==> config.mk <==
export PLATFORM = sky130hd
export DESIGN_NAME = avalon_ir_rx_fifo
export DESIGN_NICKNAME = d
export VERILOG_FILES = /design/src/rtl/avalon_ir_rx_fifo.sv
export SDC_FILE = /design/constraint.sdc
export NUM_CORES = 1
export LEC_CHECK = 0
export CAP_MARGIN = 20
export CORE_MARGIN = 2
export CORE_UTILIZATION = 50
export CTS_CLUSTER_DIAMETER = 40
export CTS_CLUSTER_SIZE = 40
export DETAILED_ROUTE_END_ITERATION = 6
export PLACE_DENSITY = 0.66
export REMOVE_ABC_BUFFERS = 1
export SLEW_MARGIN = 5
export SYNTH_ARGS = -nofsm -noshare
export SYNTH_HDL_FRONTEND = slang
export SYNTH_SLANG_ARGS = --single-unit
export TNS_END_PERCENT = 30
==> constraint.sdc <==
create_clock -name clk -period 10.3 [get_ports clk]
set_clock_uncertainty 0.15 [all_clocks]
set_input_delay 3.09 -clock clk [delete_from_list [all_inputs] [get_ports clk]]
set_output_delay 3.09 -clock clk [all_outputs]
set_load 0.005 [all_outputs]
==> src/rtl/avalon_ir_rx_fifo.sv <==
// NEC infrared receiver with an Avalon-MM register window and a frame FIFO.
// Decodes 32-bit NEC frames and repeat codes; entries are {rep, addr[15:0], cmd[7:0]}.
module avalon_ir_rx_fifo #(
    parameter int unsigned CLK_HZ     = 50000000,
    parameter int unsigned FIFO_DEPTH = 8
) (
    input  logic       clk,
    input  logic       reset_n,
    input  logic       chipselect,
    input  logic [2:0] address,
    input  logic       write,
    input  logic       read,
    input  logic [7:0] writedata,
    output logic [7:0] readdata,
    input  logic       iIR,
    output logic       irq
);

    localparam int unsigned TickDiv = CLK_HZ / 100000;
    localparam int unsigned AddrW   = $clog2(FIFO_DEPTH);

    localparam logic [AddrW-1:0] PtrOne    = 1;
    localparam logic [AddrW:0]   LevelOne  = 1;
    localparam logic [AddrW:0]   LevelFull = (AddrW+1)'(FIFO_DEPTH);

    typedef enum logic [2:0] {
        StIdle, StLeadLow, StLeadHigh, StBitLow, StBitHigh, StStop
    } state_e;

    function automatic logic in_win(input logic [11:0] w, input logic [11:0] lo,
                                    input logic [11:0] hi);
        return (w >= lo) && (w <= hi);
    endfunction

    logic        ir_s1_q, ir_s2_q, ir_prev_q;
    logic        rise, fall;
    logic [15:0] tick_cnt_q;
    logic        tick;
    logic [11:0] width_q;
    logic        width_sat;
    state_e      state_q, state_d;
    logic [4:0]  bit_cnt_q;
    logic [31:0] sr_q;
    logic        is_rep_q;

    logic err_evt, shift_en, shift_bit, start_bits, set_rep, frame_end, frame_bad;

    logic [24:0] pend_q;
    logic        pend_valid_q;
    logic        last_valid_q;
    logic [15:0] last_addr_q;
    logic [7:0]  last_cmd_q;

    logic [24:0]      mem_q [FIFO_DEPTH];
    logic [AddrW-1:0] wr_ptr_q, rd_ptr_q;
    logic [AddrW:0]   level_q;
    logic [4:0]       level_ext;
    logic [3:0]       level_nib;
    logic             empty, full, pop, flush, push_ok, drop;
    logic [24:0]      head;

    logic ie_q, rpt_q, ovf_q, err_q, irq_q;
    logic status_wr, ctrl_wr;
    logic unused_wdata;

    assign rise      = ir_s2_q & ~ir_prev_q;
    assign fall      = ~ir_s2_q & ir_prev_q;
    assign tick      = (tick_cnt_q == 16'(TickDiv - 1));
    assign width_sat = &width_q;

    always_ff @(posedge clk) begin
        if (!reset_n) begin
            ir_s1_q    <= 1'b1;
            ir_s2_q    <= 1'b1;
            ir_prev_q  <= 1'b1;
            tick_cnt_q <= '0;
            width_q    <= '0;
            bit_cnt_q  <= '0;
            sr_q       <= '0;
            is_rep_q   <= 1'b0;
        end else begin
            ir_s1_q    <= iIR;
            ir_s2_q    <= ir_s1_q;
            ir_prev_q  <= ir_s2_q;
            tick_cnt_q <= tick ? '0 : tick_cnt_q + 16'd1;
            if (rise || fall) begin
                width_q <= '0;
            end else if (tick && !width_sat) begin
                width_q <= width_q + 12'd1;
            end
            if (start_bits) begin
                bit_cnt_q <= '0;
                is_rep_q  <= 1'b0;
            end
            if (set_rep) begin
                is_rep_q <= 1'b1;
            end
            if (shift_en) begin
                sr_q      <= {shift_bit, sr_q[31:1]};
                bit_cnt_q <= bit_cnt_q + 5'd1;
            end
        end
    end

    always_ff @(posedge clk) begin
        if (!reset_n) begin
            state_q <= StIdle;
        end else begin
            state_q <= state_d;
        end
    end

    // Widths are in 10 us ticks, measured as the counter value at the edge.
    always_comb begin
        state_d    = state_q;
        err_evt    = 1'b0;
        shift_en   = 1'b0;
        shift_bit  = 1'b0;
        start_bits = 1'b0;
        set_rep    = 1'b0;
        frame_end  = 1'b0;
        if (state_q != StIdle && width_sat) begin
            state_d = StIdle;
            err_evt = 1'b1;
        end else begin
            case (state_q)
                StIdle: if (fall) state_d = StLeadLow;
                StLeadLow: if (rise) begin
                    if (in_win(width_q, 12'd800, 12'd1000)) state_d = StLeadHigh;
                    else begin state_d = StIdle; err_evt = 1'b1; end
                end
                StLeadHigh: if (fall) begin
                    if (in_win(width_q, 12'd400, 12'd500)) begin
                        state_d    = StBitLow;
                        start_bits = 1'b1;
                    end else if (in_win(width_q, 12'd200, 12'd250)) begin
                        state_d = StStop;
                        set_rep = 1'b1;
                    end else begin
                        state_d = StIdle;
                        err_evt = 1'b1;
                    end
                end
                StBitLow: if (rise) begin
                    if (in_win(width_q, 12'd40, 12'd70)) state_d = StBitHigh;
                    else begin state_d = StIdle; err_evt = 1'b1; end
                end
                StBitHigh: if (fall) begin
                    if (in_win(width_q, 12'd40, 12'd70) || in_win(width_q, 12'd140, 12'd190)) begin
                        shift_en  = 1'b1;
                        shift_bit = in_win(width_q, 12'd140, 12'd190);
                        state_d   = (bit_cnt_q == 5'd31) ? StStop : StBitLow;
                    end else begin
                        state_d = StIdle;
                        err_evt = 1'b1;
                    end
                end
                StStop: if (rise) begin
                    state_d = StIdle;
                    if (in_win(width_q, 12'd40, 12'd70)) frame_end = 1'b1;
                    else err_evt = 1'b1;
                end
                default: state_d = StIdle;
            endcase
        end
    end

    assign frame_bad = frame_end & ~is_rep_q & (sr_q[23:16] != ~sr_q[31:24]);

    assign status_wr = chipselect & write & (address == 3'd0);
    assign ctrl_wr   = chipselect & write & (address == 3'd1);
    assign flush     = ctrl_wr & writedata[2];
    assign empty     = (level_q == '0);
    assign full      = (level_q == LevelFull);
    assign pop       = chipselect & write & (address == 3'd5) & ~empty;
    assign push_ok   = pend_valid_q & ~flush & (~full | pop);
    assign drop      = pend_valid_q & ~flush & full & ~pop;

    always_ff @(posedge clk) begin
        if (!reset_n) begin
            pend_q       <= '0;
            pend_valid_q <= 1'b0;
            last_valid_q <= 1'b0;
            last_addr_q  <= '0;
            last_cmd_q   <= '0;
        end else begin
            pend_valid_q <= 1'b0;
            if (frame_end) begin
                if (is_rep_q) begin
                    if (rpt_q && last_valid_q) begin
                        pend_q       <= {1'b1, last_addr_q, last_cmd_q};
                        pend_valid_q <= 1'b1;
                    end
                end else if (!frame_bad) begin
                    pend_q       <= {1'b0, sr_q[15:0], sr_q[23:16]};
                    pend_valid_q <= 1'b1;
                    last_addr_q  <= sr_q[15:0];
                    last_cmd_q   <= sr_q[23:16];
                    last_valid_q <= 1'b1;
                end
            end
            if (flush) begin
                last_valid_q <= 1'b0;
            end
        end
    end

    always_ff @(posedge clk) begin
        if (!reset_n || flush) begin
            wr_ptr_q <= '0;
            rd_ptr_q <= '0;
            level_q  <= '0;
        end else begin
            if (push_ok) wr_ptr_q <= wr_ptr_q + PtrOne;
            if (pop)     rd_ptr_q <= rd_ptr_q + PtrOne;
            if (push_ok && !pop)      level_q <= level_q + LevelOne;
            else if (pop && !push_ok) level_q <= level_q - LevelOne;
        end
    end

    // When full with a simultaneous pop, the write slot equals the slot being freed.
    always_ff @(posedge clk) begin
        if (push_ok) begin
            mem_q[wr_ptr_q] <= pend_q;
        end
    end

    always_ff @(posedge clk) begin
        if (!reset_n) begin
            ie_q  <= 1'b0;
            rpt_q <= 1'b0;
            ovf_q <= 1'b0;
            err_q <= 1'b0;
            irq_q <= 1'b0;
        end else begin
            if (ctrl_wr) begin
                ie_q  <= writedata[0];
                rpt_q <= writedata[1];
            end
            if (status_wr && writedata[1]) ovf_q <= 1'b0;
            if (drop) ovf_q <= 1'b1;
            if (status_wr && writedata[2]) err_q <= 1'b0;
            if (err_evt || frame_bad) err_q <= 1'b1;
            irq_q <= ie_q & ~empty;
        end
    end

    assign irq          = irq_q;
    assign head         = empty ? 25'd0 : mem_q[rd_ptr_q];
    assign level_ext    = 5'(level_q);
    assign level_nib    = (level_ext > 5'd15) ? 4'hF : level_ext[3:0];
    assign unused_wdata = ^writedata[7:3];

    always_comb begin
        readdata = 8'h00;
        if (chipselect && read) begin
            case (address)
                3'd0:    readdata = {level_nib, 1'b0, err_q, ovf_q, ~empty};
                3'd1:    readdata = {6'b0, rpt_q, ie_q};
                3'd2:    readdata = head[7:0];
                3'd3:    readdata = head[15:8];
                3'd4:    readdata = head[23:16];
                3'd5:    readdata = {7'b0, head[24]};
                default: readdata = 8'h00;
            endcase
        end
    end

endmodule

==> impl_metrics.py, run 1 <==
metrics = {
    "worst_setup_path": {
        "critPathArrivalTime_ns": 5.50,
        "worst-endpoint-required_ns": 7.06,
        "critical_path.max_fanout": 9,
        "worst-setup-path-type": "in -> out",
        "critical_path.startpoint_type": "input pin",
        "timing.critical_path.to_type": "primary output",
        "critPathLaunch": "address[2]",
        "worstReg2RegStart": "level_q[0]$_SDFFE_PP0P_",
    },
    "clock_tree": {
        "numCtsBuffers": 39,
        "cts_root_buffer": "sky130_fd_sc_hd__clkbuf_16",
        "cts-resized-gates": 0,
        "clkSinkCount": 341,
        "worst_setup_hold_path_clk_slew_ns": 0.05,
        "cts.hold.buffers_added": 0,
        "clock_tree_from_tritoncts": "yes",
        "cts-root-to-sink-buffers": 3,
        "clk-insertion-delay-late_ns": 0.52,
        "cts.htree.levels": 2,
        "cts_setup_buffers": 0,
    },
    "detailed_routing": {
        "dr.pass1.iters": 5,
        "drtIter0Drc": 680,
        "drc": 0,
        "avgViaCountPerCell": 5.545,
        "finalWirelength_um": 27930,
        "postRouteAntennaNets": 0,
        "dr_total_vias": 8301,
        "routed_wire_per_std_cell_um": 18.66,
    },
    "sta": {
        "fin_crit_ns": 8.735,
        "timing_max_transition_violations_final": 0,
        "hold-worst-slack_ns": 0.2621,
        "setup_slack_ns": 1.565,
        "fin_crit_sh_pct": 84.81,
        "setup_tns_ns": 0,
        "setup-violations-final": 0,
        "final_hold_fails": 0,
        "slew_at_the_pin_closest_to_its_max_slew_limit_ns": 0.9579,
        "max_freq_ghz": 0.1145,
        "relSlewSlack_pct": 36.14,
        "rsz0062_at_grt": "no",
    },
    "cells_and_area": {
        "syn_to_final_growth_pct": 13.24,
        "area_used_by_sequential_logic_in_the_layout_sq_mm": 0.008833,
        "multiInputGateArea_sq_mm": 0.004971,
        "layout-drive-gt1-share_pct": 18.32,
        "layout_common_cells": "sky130_fd_sc_hd__edfxtp_1 (200), sky130_fd_sc_hd__dfxtp_1 (139), sky130_fd_sc_hd__nor2_1 (121)",
        "final_net_count": 1120,
        "post-route-util_pct": 57.61,
        "fill_cells": 2254,
        "most_common_cell_after_layout_fill_and_taps_aside": "sky130_fd_sc_hd__edfxtp_1",
        "antenna_cells_inserted": 0,
    },
    "placement": {
        "number_of_port_buffers": 20,
        "placement.setup.worst_slack_ns": 1.578,
        "globalplace.congestion": 0.8134,
        "dp.final_hpwl_um": 16520,
    },
    "yosys": {
        "synthesis.area_sq_mm": 0.01413,
        "synthCells": 1067,
        "synth.ff_latch_count": 341,
        "syn_avg_cell_area_sq_um": 13.24,
        "ys_top_cells_by_area": "sky130_fd_sc_hd__edfxtp_1 (42%), sky130_fd_sc_hd__dfxtp_1 (20%), sky130_fd_sc_hd__mux4_2 (7.3%)",
        "synth_edf_count": 200,
        "synthArstFlopShare_pct": 0,
        "yosysSeqAreaShare_pct": 62.47,
        "synth_flop_cell": "sky130_fd_sc_hd__edfxtp_1",
        "post_synth_num_cell_types": 63,
        "synth_top_cell_by_area": "sky130_fd_sc_hd__edfxtp_1",
        "post-synth-top-area-fraction_pct": 42.50,
        "yosys_warnings": 0,
    },
    "global_route": {
        "number_of_antenna_violations_at_the_first_check_in_global_routing": 0,
        "grt_util_all_layers_pct": 19.14,
        "grt_pass1_wl_um": 43730,
        "grt.overflow.total": 0,
        "grt_pass1_vias": 7921,
        "largest_net_degree_at_the_start_of_global_routing": 76,
    },
    "die": {
        "floorplan.core_area_sq_mm": 0.02778,
        "number_of_rows_created_at_floorplan": 61,
        "die_span_x_um": 172.1,
        "die_y_um": 172.1,
        "pin_count": 26,
        "floorplan.initialDensity_pct": 50.87,
        "fp.dieArea_sq_mm": 0.02963,
    },
    "job": {
        "drv_cap": 0,
    },
    "status": {
        "run_status": "completed",
    },
    "worst_hold_path": {
        "hp-start": "ir_s1_q$_SDFF_PN1_",
        "hold_class": "reg -> reg",
    },
    "power_and_ir_drop": {
        "power_leakage_nw": 5.393,
        "power.density_mw_per_mm2": 176.4,
        "power.ir.vdd_worst_uv": 100.2,
    },
}
==> worst paths after layout <==
kind / cells after the start / slack, ns / end
max: 8 / 1.56 / readdata[0]
min: 1 / 0.26 / ir_s2_q$_SDFF_PN1_
max reg2reg: 12 / 7.02 / level_q[3]$_SDFFE_PP0P_
min reg2reg: 1 / 0.26 / ir_s2_q$_SDFF_PN1_
==> Yosys cell counts (3+ instances only) <==
cell                          n
sky130_fd_sc_hd__edfxtp_1   200
sky130_fd_sc_hd__dfxtp_1    141
sky130_fd_sc_hd__nor2_1     124
sky130_fd_sc_hd__nand2_1    107
sky130_fd_sc_hd__mux2i_1     77
sky130_fd_sc_hd__mux4_2      46
sky130_fd_sc_hd__clkbuf_1    31
sky130_fd_sc_hd__a21oi_2     29
sky130_fd_sc_hd__xor2_1      27
sky130_fd_sc_hd__mux2_2      24
sky130_fd_sc_hd__a21oi_1     20
sky130_fd_sc_hd__nand3_1     20
sky130_fd_sc_hd__nor3_1      20
sky130_fd_sc_hd__inv_1       16
sky130_fd_sc_hd__nand4_1     15
sky130_fd_sc_hd__o21ai_0     15
sky130_fd_sc_hd__buf_2       14
sky130_fd_sc_hd__and3_1      12
sky130_fd_sc_hd__ha_1        12
sky130_fd_sc_hd__o22ai_1     11
sky130_fd_sc_hd__xnor2_1     10
sky130_fd_sc_hd__nor2b_1      9
sky130_fd_sc_hd__nand2b_1     8
sky130_fd_sc_hd__a211oi_1     7
sky130_fd_sc_hd__nor4_1       7
sky130_fd_sc_hd__or3_1        7
sky130_fd_sc_hd__buf_6        5
sky130_fd_sc_hd__a2111oi_0    4
sky130_fd_sc_hd__buf_1        4
sky130_fd_sc_hd__o2111ai_1    3
==> critical path, cell delays in order <==
cell and delay, ns:
sky130_fd_sc_hd__clkdlybuf4s50_1 0.62, sky130_fd_sc_hd__inv_1 0.14, sky130_fd_sc_hd__or3_1 0.52, sky130_fd_sc_hd__nor3_1 0.21, sky130_fd_sc_hd__o21ai_0 0.11, sky130_fd_sc_hd__o2111ai_1 0.14, sky130_fd_sc_hd__o2bb2ai_1 0.14, sky130_fd_sc_hd__clkdlybuf4s50_1 0.52
==> area by class of cell <==
type	count	share of cell area, %
multi-input cells	651	31.06
repair buffers	40	2.189
inverters	17	0.4065
well taps	378	2.955
clock inverters	23	1.454
flip-flops and latches	341	55.20
clock buffers	47	6.739
==> routing by layer <==
metal / part of all wire, % / global-route usage (%) / vias up / routed length, um
met5: 0 / 0 / - / 0
met4: 1.8 / 4.823 / 0 / 513
met3: 4.3 / 3.021 / 41 / 1210
met2: 47 / 31.40 / 148 / 13000
met1: 47 / 26.92 / 4127 / 13210
li1: - / - / 3985 / -
==> sequential cells by signal, summed over array words and instances, names as in the netlist, 3 cells and up, named ones only <==
signal / cells
mem_q: 200
sr_q: 32
pend_q: 25
last_addr_q: 16
tick_cnt_q: 16
width_q: 12
last_cmd_q: 8
bit_cnt_q: 5
level_q: 4
rd_ptr_q: 3
state_q: 3
wr_ptr_q: 3
==> power by group <==
group	internal [mW]	switching, mW	total (mW)
Combinational	0.00925	0.0198	0.0290
Sequential	1.43	0.00177	1.43
Clock	0.795	0.570	1.37
Total	2.23	0.591	2.82
==> cells by family (layout without fill, tap and decap cells) <==
logic type	Yosys count	after routing	share of synthesized area, %
DFF	341	341	62.47
muxes	147	147	14.70
adders and majority gates	13	13	1.204
buffers and inverters	75	127	2.594
xor gates and xnor gates	37	37	2.293
and+or+nand+nor	346	346	11.09
AOI/OAI and AO/OA	108	108	5.649
==> through the flow <==
stage                     power [mW]  instances  instance area (sq um)
after CTS                      2.854       1496                  16000
final                          2.824       1497                  16000
after detailed placement       1.488       1426                  14690
after floorplan                1.475       1009                  13830
after global routing           2.913       1497                  16000
after global placement         1.488       1426                  14690
No activity file was read; power rests on OpenSTA's default activity.
==> run 2, diff against run 1 <==
clock period = 9 ns   (was 10.3 ns; I/O delays follow)
==> run 2 against run 1 <==
Cell area rose by 0.72%. Largest cell class unchanged. Via count increased by 0.54%. Register-to-register slack worse by 1.3 ns. Clock-buffer cell count is 3 lower.
==> impl_metrics.py, run 2 (synthesized netlist as in run 1, its figures left out) <==
metrics = {
    "status": {
        "run_status": "completed",
    },
    "clock_tree": {
        "cts.htree.levels": 2,
        "cts-resized-gates": 0,
        "worst_setup_hold_path_clk_slew_ns": 0.06,
        "clk-insertion-delay-late_ns": 0.53,
        "cts_setup_buffers": 0,
        "cts_root_buffer": "sky130_fd_sc_hd__clkbuf_16",
        "clkSinkCount": 341,
        "clock_tree_from_tritoncts": "yes",
        "numCtsBuffers": 42,
        "cts-root-to-sink-buffers": 3,
        "cts.hold.buffers_added": 0,
    },
    "worst_setup_path": {
        "worstReg2RegStart": "level_q[0]$_SDFFE_PP0P_",
        "critPathArrivalTime_ns": 5.17,
        "timing.reg2reg.setup_slack_ns": 5.73,
        "timing.critical_path.to_type": "primary output",
        "worstRegToRegCells": 12,
        "critical_path.max_fanout": 9,
        "worstReg2RegEnd": "level_q[3]$_SDFFE_PP0P_",
        "worst-setup-path-type": "in -> out",
        "worst-endpoint-required_ns": 6.15,
        "critical_path.startpoint_type": "input pin",
    },
    "cells_and_area": {
        "largest_register_by_flop_count": "mem_q",
        "largest_register_ff_count": 200,
        "layout_common_cells": "sky130_fd_sc_hd__edfxtp_1 (200), sky130_fd_sc_hd__dfxtp_1 (139), sky130_fd_sc_hd__nor2_1 (121)",
        "layout.cells.non_filler": 1504,
        "final_net_count": 1123,
        "biggestRegsByFlops": "mem_q x200, sr_q x32, pend_q x25",
        "syn_to_final_growth_pct": 14.06,
        "most_common_cell_after_layout_fill_and_taps_aside": "sky130_fd_sc_hd__edfxtp_1",
        "layout-drive-gt1-share_pct": 18.92,
        "fill_cells": 2237,
        "antenna_cells_inserted": 0,
    },
    "placement": {
        "number_of_port_buffers": 20,
        "dp.final_hpwl_um": 16740,
        "numPlacedInstances": 1426,
        "globalplace.congestion": 0.7960,
    },
    "die": {
        "fp.dieArea_sq_mm": 0.02963,
        "floorplan.core_area_sq_mm": 0.02778,
        "pin_count": 26,
        "die_y_um": 172.1,
        "floorplan.initialDensity_pct": 50.87,
        "number_of_rows_created_at_floorplan": 61,
        "die_span_x_um": 172.1,
    },
    "job": {
        "drv_cap": 0,
    },
    "detailed_routing": {
        "routed_wire_per_std_cell_um": 18.60,
        "drc": 0,
        "dr.pass1.iters": 5,
        "dr_total_vias": 8346,
        "drtIter0Drc": 691,
        "avgViaCountPerCell": 5.549,
        "finalWirelength_um": 27980,
        "postRouteAntennaNets": 0,
    },
    "power_and_ir_drop": {
        "post-layout-total-power_mw": 3.350,
        "power_leakage_nw": 5.468,
        "power.density_mw_per_mm2": 207.8,
        "power.ir.vdd_worst_uv": 166.3,
    },
    "sta": {
        "rsz0062_at_grt": "no",
        "fin_crit_ns": 8.020,
        "max_freq_ghz": 0.1247,
        "setup_tns_ns": 0,
        "timing_max_transition_violations_final": 0,
        "relSlewSlack_pct": 37.10,
        "final_hold_fails": 0,
        "hold-worst-slack_ns": 0.2658,
        "fin_crit_sh_pct": 89.11,
        "slew_at_the_pin_closest_to_its_max_slew_limit_ns": 0.9304,
        "setup-violations-final": 0,
    },
    "worst_hold_path": {
        "holdPathStages": 1,
        "hp-start": "ir_s1_q$_SDFF_PN1_",
        "timing.hold.worst_endpoint": "ir_s2_q$_SDFF_PN1_",
        "hold_class": "reg -> reg",
    },
    "global_route": {
        "grt.overflow.total": 0,
        "number_of_antenna_violations_at_the_first_check_in_global_routing": 0,
        "grt_util_all_layers_pct": 19.39,
        "largest_net_degree_at_the_start_of_global_routing": 73,
        "grt_pass1_wl_um": 44240,
        "grt_pass1_vias": 8125,
    },
}
[run 2: area by class of cell]
class,count,area [sq um],share of cell area [%]
Sequential cell,341,8833,54.80
Multi-Input combinational cell,651,4971,30.84
Clock buffer,44,1080,6.699
Tap cell,378,473.0,2.934
Timing Repair Buffer,40,350.3,2.173
Clock inverter,33,346.6,2.150
Inverter,17,65.06,0.4036
[run 2: how the worst max path moves through the flow]
stage | start | end | slack (ns) | cells after the start
2_1_floorplan | address[2] | readdata[0] | 2.39 | 6
3_3_place_gp | address[2] | readdata[0] | 1.07 | 8
3_5_place_dp | address[2] | readdata[0] | 1.05 | 8
4_1_cts | address[2] | readdata[0] | 1.00 | 8
5_1_grt | address[2] | readdata[0] | 0.85 | 8
6_report | address[2] | readdata[0] | 0.98 | 8
[run 2: metal layers]
metal  part of all wire [%]  track usage (%)  vias up  wire length [um]
met5                      0                0        -                 0
met4                    1.6            4.604        0               445
met3                    4.8            3.182       37              1351
li1                       -                -     3997                 -
met2                     48            32.46      168             13330
met1                     46            26.70     4144             12850
[run 2: report_power, final]
| part | switching [mW] | internal (mW) |
|---|---|---|
| combinational | 0.0228 | 0.0106 |
| sequential | 0.00202 | 1.63 |
| clock | 0.689 | 0.992 |
| total | 0.714 | 2.64 |
[run 2: worst max-delay path: stages]
cell and delay [ns]:
sky130_fd_sc_hd__clkdlybuf4s50_1 0.62, sky130_fd_sc_hd__inv_1 0.14, sky130_fd_sc_hd__or3_1 0.53, sky130_fd_sc_hd__nor3_1 0.24
sky130_fd_sc_hd__o21ai_0 0.13, sky130_fd_sc_hd__o2111ai_1 0.14, sky130_fd_sc_hd__o2bb2ai_1 0.15, sky130_fd_sc_hd__clkdlybuf4s50_1 0.52
[run 2: through the flow]
stage	util [%]	area (sq um)	worst slack, ns
after global placement	52.86	14690	1.074
after floorplan	-	13830	2.390
after global routing	58.02	16120	0.8483
after CTS	57.99	16110	1.004
after detailed placement	52.86	14690	1.052
final	58.02	16120	0.9799
==> run 3, diff against run 2 <==
GPL_ROUTABILITY_DRIVEN = 1   (was not set)
==> results of run 3 <==
No change in the layout: final DEF, timing and power equal those of run 2.
